===== src/rtl/ugpe_pkg.sv =====
// Shared widths, field positions and defaults for the ungapped-extension dispatcher.
package ugpe_pkg;

  localparam int HIT_W         = 128;
  localparam int RES_W         = 32;
  localparam int DEF_NUM_ENG   = 4;
  localparam int DEF_ORD_DEPTH = 8;

  // Hit packet {seq_len, hit_pos, d_start, q_start, database, query}
  localparam int HIT_QUERY_LSB  = 0;
  localparam int HIT_QUERY_W    = 32;
  localparam int HIT_DB_LSB     = 32;
  localparam int HIT_DB_W       = 32;
  localparam int HIT_QSTART_LSB = 64;
  localparam int HIT_DSTART_LSB = 80;
  localparam int HIT_POS_LSB    = 96;
  localparam int HIT_SEQLEN_LSB = 112;
  localparam int HIT_FIELD16_W  = 16;

  // Result {d_start, q_start, len, score}, 8 bits each
  localparam int RES_FIELD_W    = 8;
  localparam int RES_SCORE_LSB  = 0;
  localparam int RES_LEN_LSB    = 8;
  localparam int RES_QSTART_LSB = 16;
  localparam int RES_DSTART_LSB = 24;

  function automatic logic [RES_FIELD_W-1:0] res_score(input logic [RES_W-1:0] res);
    return res[RES_SCORE_LSB +: RES_FIELD_W];
  endfunction

endpackage


===== src/rtl/ugpe_dispatcher_if.sv =====
// Hit input, per-engine request/response and in-order result stream of the dispatcher.
interface ugpe_dispatcher_if
  import ugpe_pkg::*;
#(
  parameter int NUM_ENG = DEF_NUM_ENG
);

  logic                     istream_val;
  logic                     istream_rdy;
  logic [HIT_W-1:0]         istream_msg;

  logic [NUM_ENG-1:0]       eng_req_val;
  logic [NUM_ENG-1:0]       eng_req_rdy;
  logic [HIT_W-1:0]         eng_req_msg;

  logic [NUM_ENG-1:0]       eng_resp_val;
  logic [NUM_ENG-1:0]       eng_resp_rdy;
  logic [RES_W*NUM_ENG-1:0] eng_resp_msg;

  logic                     ostream_val;
  logic                     ostream_rdy;
  logic [RES_W-1:0]         ostream_msg;

  // Dispatcher side
  modport slave (
    input  istream_val, istream_msg, eng_req_rdy, eng_resp_val, eng_resp_msg, ostream_rdy,
    output istream_rdy, eng_req_val, eng_req_msg, eng_resp_rdy, ostream_val, ostream_msg
  );

  // Hit source, engines and result sink
  modport master (
    output istream_val, istream_msg, eng_req_rdy, eng_resp_val, eng_resp_msg, ostream_rdy,
    input  istream_rdy, eng_req_val, eng_req_msg, eng_resp_rdy, ostream_val, ostream_msg
  );

endinterface


===== src/rtl/ugpe_order_fifo.sv =====
// Order queue: FIFO of engine indices recording dispatch order.
module ugpe_order_fifo #(
  parameter int WIDTH = 2,
  parameter int DEPTH = 8
) (
  input  logic                   clk,
  input  logic                   reset,
  input  logic                   push,
  input  logic [WIDTH-1:0]       push_data,
  input  logic                   pop,
  output logic [WIDTH-1:0]       pop_data,
  output logic                   full,
  output logic                   empty,
  output logic [$clog2(DEPTH):0] count
);

  localparam int AW = $clog2(DEPTH);

  logic [WIDTH-1:0] mem [DEPTH];
  logic [AW-1:0]    wr_ptr;
  logic [AW-1:0]    rd_ptr;
  logic             do_push;
  logic             do_pop;

  assign full     = (count == (AW+1)'(DEPTH));
  assign empty    = (count == '0);
  assign do_push  = push && !full;
  assign do_pop   = pop && !empty;
  assign pop_data = mem[rd_ptr];

  always_ff @(posedge clk) begin
    if (do_push) mem[wr_ptr] <= push_data;
  end

  // Pointers wrap naturally because DEPTH is a power of two
  always_ff @(posedge clk) begin
    if (reset) begin
      wr_ptr <= '0;
      rd_ptr <= '0;
      count  <= '0;
    end else begin
      if (do_push) wr_ptr <= wr_ptr + 1'b1;
      if (do_pop)  rd_ptr <= rd_ptr + 1'b1;
      case ({do_push, do_pop})
        2'b10:   count <= count + 1'b1;
        2'b01:   count <= count - 1'b1;
        default: count <= count;
      endcase
    end
  end

endmodule


===== src/rtl/ugpe_dispatcher.sv =====
// Round-robin hit dispatcher with in-order result return across NUM_ENG engines.
// Optional build macro UGPE_DISPATCH_DROP_ZERO_EN: silently consume zero-score head results.
module ugpe_dispatcher
  import ugpe_pkg::*;
#(
  parameter int NUM_ENG   = DEF_NUM_ENG,
  parameter int ORD_DEPTH = DEF_ORD_DEPTH
) (
  input logic              clk,
  input logic              reset,
  ugpe_dispatcher_if.slave io
);

  localparam int IDX_W = (NUM_ENG > 1) ? $clog2(NUM_ENG) : 1;

  logic [IDX_W-1:0]       rr_ptr;
  logic [IDX_W-1:0]       grant_idx;
  logic                   grant_found;
  logic [IDX_W:0]         cand_w;
  logic [IDX_W-1:0]       cand;
  logic                   dispatch;

  logic [IDX_W-1:0]       head_idx;
  logic                   fifo_full;
  logic                   fifo_empty;
  logic [$clog2(ORD_DEPTH):0] occ;
  logic                   head_val;
  logic                   head_rv;
  logic [RES_W-1:0]       head_msg;
  logic                   drop_zero;
  logic                   resp_take;
  logic                   pop;

  // First ready engine at or after rr_ptr, wrapping at NUM_ENG
  always_comb begin
    grant_found = 1'b0;
    grant_idx   = '0;
    cand_w      = '0;
    cand        = '0;
    for (int k = 0; k < NUM_ENG; k++) begin
      cand_w = {1'b0, rr_ptr} + (IDX_W+1)'(k);
      if (cand_w >= (IDX_W+1)'(NUM_ENG)) cand_w = cand_w - (IDX_W+1)'(NUM_ENG);
      cand = cand_w[IDX_W-1:0];
      if (!grant_found && io.eng_req_rdy[cand]) begin
        grant_found = 1'b1;
        grant_idx   = cand;
      end
    end
  end

  // Registered fullness only: a same-cycle pop never opens room for a push
  assign io.istream_rdy = !reset && grant_found && !fifo_full;
  assign dispatch       = io.istream_val && io.istream_rdy;
  assign io.eng_req_val = dispatch ? (NUM_ENG'(1) << grant_idx) : '0;
  assign io.eng_req_msg = io.istream_msg;

  always_ff @(posedge clk) begin
    if (reset) begin
      rr_ptr <= '0;
    end else if (dispatch) begin
      rr_ptr <= (grant_idx == IDX_W'(NUM_ENG-1)) ? '0 : grant_idx + 1'b1;
    end
  end

  ugpe_order_fifo #(
    .WIDTH (IDX_W),
    .DEPTH (ORD_DEPTH)
  ) u_order_fifo (
    .clk       (clk),
    .reset     (reset),
    .push      (dispatch),
    .push_data (grant_idx),
    .pop       (pop),
    .pop_data  (head_idx),
    .full      (fifo_full),
    .empty     (fifo_empty),
    .count     (occ)
  );

  assign head_val = !reset && !fifo_empty;

  always_comb begin
    head_msg = '0;
    head_rv  = 1'b0;
    for (int k = 0; k < NUM_ENG; k++) begin
      if (head_idx == IDX_W'(k)) begin
        head_msg = io.eng_resp_msg[k*RES_W +: RES_W];
        head_rv  = io.eng_resp_val[k];
      end
    end
  end

`ifdef UGPE_DISPATCH_DROP_ZERO_EN
  assign drop_zero = head_val && head_rv && (res_score(head_msg) == '0);
`else
  assign drop_zero = 1'b0;
`endif

  // Only the head engine is ever offered ready; all others hold their result
  assign resp_take       = head_val && (drop_zero || io.ostream_rdy);
  assign pop             = resp_take && head_rv;
  assign io.eng_resp_rdy = resp_take ? (NUM_ENG'(1) << head_idx) : '0;
  assign io.ostream_val  = head_val && head_rv && !drop_zero;
  assign io.ostream_msg  = head_msg;

  occ_in_range: assert property (@(posedge clk) disable iff (reset)
    occ <= ($clog2(ORD_DEPTH)+1)'(ORD_DEPTH));

endmodule


===== src/flat_wrapper.sv =====
// flat-port wrapper written by rule: the top's interface ports become plain ports
module ugpe_dispatcher_flat import ugpe_pkg::*;
#(
  parameter int NUM_ENG   = DEF_NUM_ENG,
  parameter int ORD_DEPTH = DEF_ORD_DEPTH
)
  (clk, reset, io_istream_val, io_istream_msg, io_eng_req_rdy, io_eng_resp_val, io_eng_resp_msg, io_ostream_rdy, io_istream_rdy, io_eng_req_val, io_eng_req_msg, io_eng_resp_rdy, io_ostream_val, io_ostream_msg);
  ugpe_dispatcher_if #(.NUM_ENG(NUM_ENG)) io_i ();
  input logic clk;
  input logic reset;
  input wire logic [$bits(io_i.istream_val)-1:0] io_istream_val;
  input wire logic [$bits(io_i.istream_msg)-1:0] io_istream_msg;
  input wire logic [$bits(io_i.eng_req_rdy)-1:0] io_eng_req_rdy;
  input wire logic [$bits(io_i.eng_resp_val)-1:0] io_eng_resp_val;
  input wire logic [$bits(io_i.eng_resp_msg)-1:0] io_eng_resp_msg;
  input wire logic [$bits(io_i.ostream_rdy)-1:0] io_ostream_rdy;
  output wire logic [$bits(io_i.istream_rdy)-1:0] io_istream_rdy;
  output wire logic [$bits(io_i.eng_req_val)-1:0] io_eng_req_val;
  output wire logic [$bits(io_i.eng_req_msg)-1:0] io_eng_req_msg;
  output wire logic [$bits(io_i.eng_resp_rdy)-1:0] io_eng_resp_rdy;
  output wire logic [$bits(io_i.ostream_val)-1:0] io_ostream_val;
  output wire logic [$bits(io_i.ostream_msg)-1:0] io_ostream_msg;
  assign io_i.istream_val = io_istream_val;
  assign io_i.istream_msg = io_istream_msg;
  assign io_i.eng_req_rdy = io_eng_req_rdy;
  assign io_i.eng_resp_val = io_eng_resp_val;
  assign io_i.eng_resp_msg = io_eng_resp_msg;
  assign io_i.ostream_rdy = io_ostream_rdy;
  assign io_istream_rdy = io_i.istream_rdy;
  assign io_eng_req_val = io_i.eng_req_val;
  assign io_eng_req_msg = io_i.eng_req_msg;
  assign io_eng_resp_rdy = io_i.eng_resp_rdy;
  assign io_ostream_val = io_i.ostream_val;
  assign io_ostream_msg = io_i.ostream_msg;
  ugpe_dispatcher #(.NUM_ENG(NUM_ENG), .ORD_DEPTH(ORD_DEPTH)) u_core (.clk(clk), .reset(reset), .io(io_i));
endmodule

===== config.mk =====
export PLATFORM = sky130hd
export DESIGN_NAME = ugpe_dispatcher_flat
export DESIGN_NICKNAME = d
export VERILOG_FILES = /design/src/rtl/ugpe_pkg.sv /design/src/rtl/ugpe_dispatcher_if.sv /design/src/rtl/ugpe_order_fifo.sv /design/src/rtl/ugpe_dispatcher.sv /design/src/flat_wrapper.sv
export SDC_FILE = /design/constraint.sdc
export NUM_CORES = 1
export LEC_CHECK = 0
export ABC_AREA = 1
export CAP_MARGIN = 20
export CORE_AREA = 2 2 171 173
export CTS_BUF_LIST = sky130_fd_sc_hd__clkbuf_4 sky130_fd_sc_hd__clkbuf_8
export DETAILED_ROUTE_END_ITERATION = 6
export DIE_AREA = 0 0 173 175
export PLACE_DENSITY_LB_ADDON = 0.2
export SYNTH_ARGS = -nofsm -noshare
export SYNTH_HDL_FRONTEND = slang
export SYNTH_SLANG_ARGS = --single-unit

===== constraint.sdc =====
create_clock -name clk -period 4 [get_ports clk]
set_clock_uncertainty 0.05 [all_clocks]
set_input_delay 0.6 -clock clk [delete_from_list [all_inputs] [get_ports clk]]
set_output_delay 0.6 -clock clk [all_outputs]
set_load 0.05 [all_outputs]

==> results.cfg <==
[worst_setup_path]
crit_chain = clkdlybuf4s50_1, inv_1, o21ai_0, nand2_1, nand2_1, inv_2, nand2_2, nor2_4, o21ai_0, o2111ai_1, o21ai_1, inv_1, ha_1, nand4_1, inv_1, buf_12
worstSetupPathType = in2out
cp-start-kind = input port
cp.required_ns = 3.35
cpPeakStageDelay_ns = 0.45
arrival_ns = 2.94
r2r-end = u_core.u_order_fifo.count[2]
cp_slowest_cell = clkdlybuf4s50_1
ff2ff_path_depth = 18
worst_setup_path_end_kind = output port
r2r_setup_slack_ns = 0.87
cp_top_family = buffers and inverters
cp_max_fo = 10
critPathMostFrequentCell = inv_1
crit_buf_inv = 6

[sta]
max_freq_ghz = 0.279
finalHoldViolations = 0
fin_crit_ns = 3.59
setup_viol = 0
max_slew.worst_pin.slew_ns = 0.521
fin_crit_sh_pct = 89.8
rsz0062_at_grt = false
maxSlewViolCount = 0
fin_setup_tns_ns = 0
slew_headroom_pct = 65.2

[synthesis]
ys_ff_latch = 31
syn_nets = 825
synth_cell_types = 34
netlist_area_um2 = 3690
synth-warning-count = 0
ys_async_sr_fraction_pct = 0
synth_common_cells = 130 x buf_4, 119 x nand2_1, 79 x nand3_1, 41 x inv_1, 33 x nand4_1
synthFlopType = edfxtp_1
yosys-top-cells-area = buf_4 26%, edfxtp_1 13%, nand2_1 12%, nand3_1 11%, dfxtp_1 8.1%
yosysMostFrequentCell = buf_4
synth.top_cell.area_share_pct = 26.4
synth-seq-area-share_pct = 21.1
synth_edf_count = 16
syn-mean-instance-area_um2 = 6.74
synthCells = 548
synth.largest_area_cell = buf_4

[clock_tree]
cts_tree = done
numClockSinks = 31
clock_path_buffers = 2
cts.repair.resized = 0
clk_pin_slew_ns = 0.06
hold_buffers = 0
cts_made_buffers = 5
clk_latency_ns = 0.28
root_buffer = clkbuf_8
post_cts_buffers = 0
ctsHtreeMaxLevel = 2

[global_routing]
grt_pass1_vias = 3773
grt_pass1_wl_um = 29800
antenna_found_initial = 0
grt_max_degree = 37
gr-total-overflow = 0
grt_usage_pct = 13.8

[layout]
nNetsFinal = 873
syn2layout_area_growth_pct = 47.7
drive_gt1_share_pct = 14.2
nFillCells = 3234
diodes = 0
final_area_um2 = 5450
fin_cells = 981

[power]
p_clk_share_pct = 8.6
p_per_area_nw_per_um2 = 546
p_leak_uw = 0.00216
vdd_drop_max_uv = 162
internal_power_uw = 1430
combPwrFrac_pct = 77.7
seq_power_share_pct = 13.7
switching_share_pct = 52.1
p_switching_uw = 1550

[route]
dr_total_vias = 3625
wire_per_inst_um = 22.3
drt_wl_total_um = 21900
dr.pass1.iters = 4
via_per_inst = 3.70
route.detailed.drc = 0
drtIter0Drc = 151
ant_nets = 0

[placement]
gp_congestion = 0.878
postPlaceCellArea_um2 = 5360
numPortBuffers = 181
dpl.cell_count = 973
hpwl_um = 19400

[hold_path]
hold_start = u_core.u_order_fifo.count[3]
hold_path_end = u_core.u_order_fifo.count[3]
hold_path_class = reg2reg
min_path_cells = 2

[floorplan]
core_um2 = 28400
rows = 62
die_area_um2 = 30300
die_w_um = 173
die_h_um = 175
floorplan.initialDensity_pct = 13.0
io_pins = 438

[flow_run]
maxCapViolations = 0

[run_status]
status = complete, no violations
==> state kept, by name, summed over array words and instances (netlist names), named ones only <==
| register | cells |
|---|---|
| u_core.u_order_fifo.mem | 16 |
| u_core.u_order_fifo.count | 4 |
| u_core.u_order_fifo.rd_ptr | 3 |
| u_core.u_order_fifo.wr_ptr | 3 |
| u_core.rr_ptr | 2 |
==> logic make-up (layout without fill, tap and decap cells) <==
kind of cell | after synthesis | count (layout) | share of synthesized area (%)
AOI/OAI and AO/OA | 30 | 30 | 5.29
xor gates and xnor gates | 7 | 7 | 1.66
adders and majority gates | 9 | 9 | 3.05
buffers and inverters | 197 | 246 | 34.3
DFF | 31 | 31 | 21.1
and+or+nand+nor | 274 | 274 | 34.6
==> worst max path at each step <==
stage | start | depth (start not counted) | end
6_report | io_eng_req_rdy[2] | 16 | io_eng_req_val[3]
5_1_grt | io_eng_req_rdy[2] | 16 | io_eng_req_val[3]
4_1_cts | io_eng_req_rdy[2] | 16 | io_eng_req_val[3]
3_5_place_dp | io_eng_req_rdy[3] | 16 | io_eng_req_val[1]
3_3_place_gp | io_eng_req_rdy[2] | 16 | io_eng_req_val[3]
2_1_floorplan | io_eng_req_rdy[1] | 14 | io_eng_req_val[2]
==> power by group through the flow <==
stage	clock network (uW)	logic [uW]	registers [uW]
final	257	2310	407
after global placement	0	2370	415
after global routing	279	2490	412
after floorplan	0	1480	402
after detailed placement	0	2350	414
after CTS	268	2370	407
==> cell type report <==
type | instances | area [um^2] | share of cell area, %
Inverter | 45 | 171 | 3.14
Clock buffer | 7 | 90.1 | 1.65
Multi-Input combinational cell | 320 | 1660 | 30.4
Timing Repair Buffer | 193 | 2270 | 41.6
Tap cell | 384 | 480 | 8.81
Clock inverter | 1 | 5.00 | 0.0918
Sequential cell | 31 | 781 | 14.3
==> placed cells by master (no fill, tap or decap), types with 3 or more instances in the layout <==
master and n:
xor2_1 5, buf_12 37, clkbuf_8 6, nor3_1 3, inv_1 41, nand4_1 33, dfxtp_1 15, a21oi_1 7
buf_4 14, nand2_2 7, clkdlybuf4s50_1 142, o21ai_2 4, edfxtp_1 16, o21ai_0 8, ha_1 9, a21oi_2 5
nand2_1 119, nand3_1 79, nor2_1 25, inv_2 3
==> through the flow <==
step                      power, uW  utilization, %  hold WS [ns]  setup WS [ns]
after floorplan                1880               -         0.411          0.857
after global placement         2790            18.9         0.430          0.368
after detailed placement       2760            18.9         0.435          0.402
after CTS                      3040            19.2         0.445          0.383
after global routing           3180            19.2         0.473         0.0520
final                          2980            19.2         0.447          0.410
==> worst min-delay path, stage by stage (launching register included) <==
cell     delay, ns
dfxtp_1       0.31
inv_1         0.08
a21oi_1       0.06
==> per-layer routing <==
layer / up-vias / part of all wire [%] / global-route usage (%)
met1: 1561 / 35 / 14.1
met4: 0 / 1.5 / 2.51
met5: - / 0 / 0.641
met2: 292 / 40 / 19.3
met3: 15 / 23 / 14.7
li1: 1757 / - / -
Note: power is estimated with default switching activity, not from simulation.
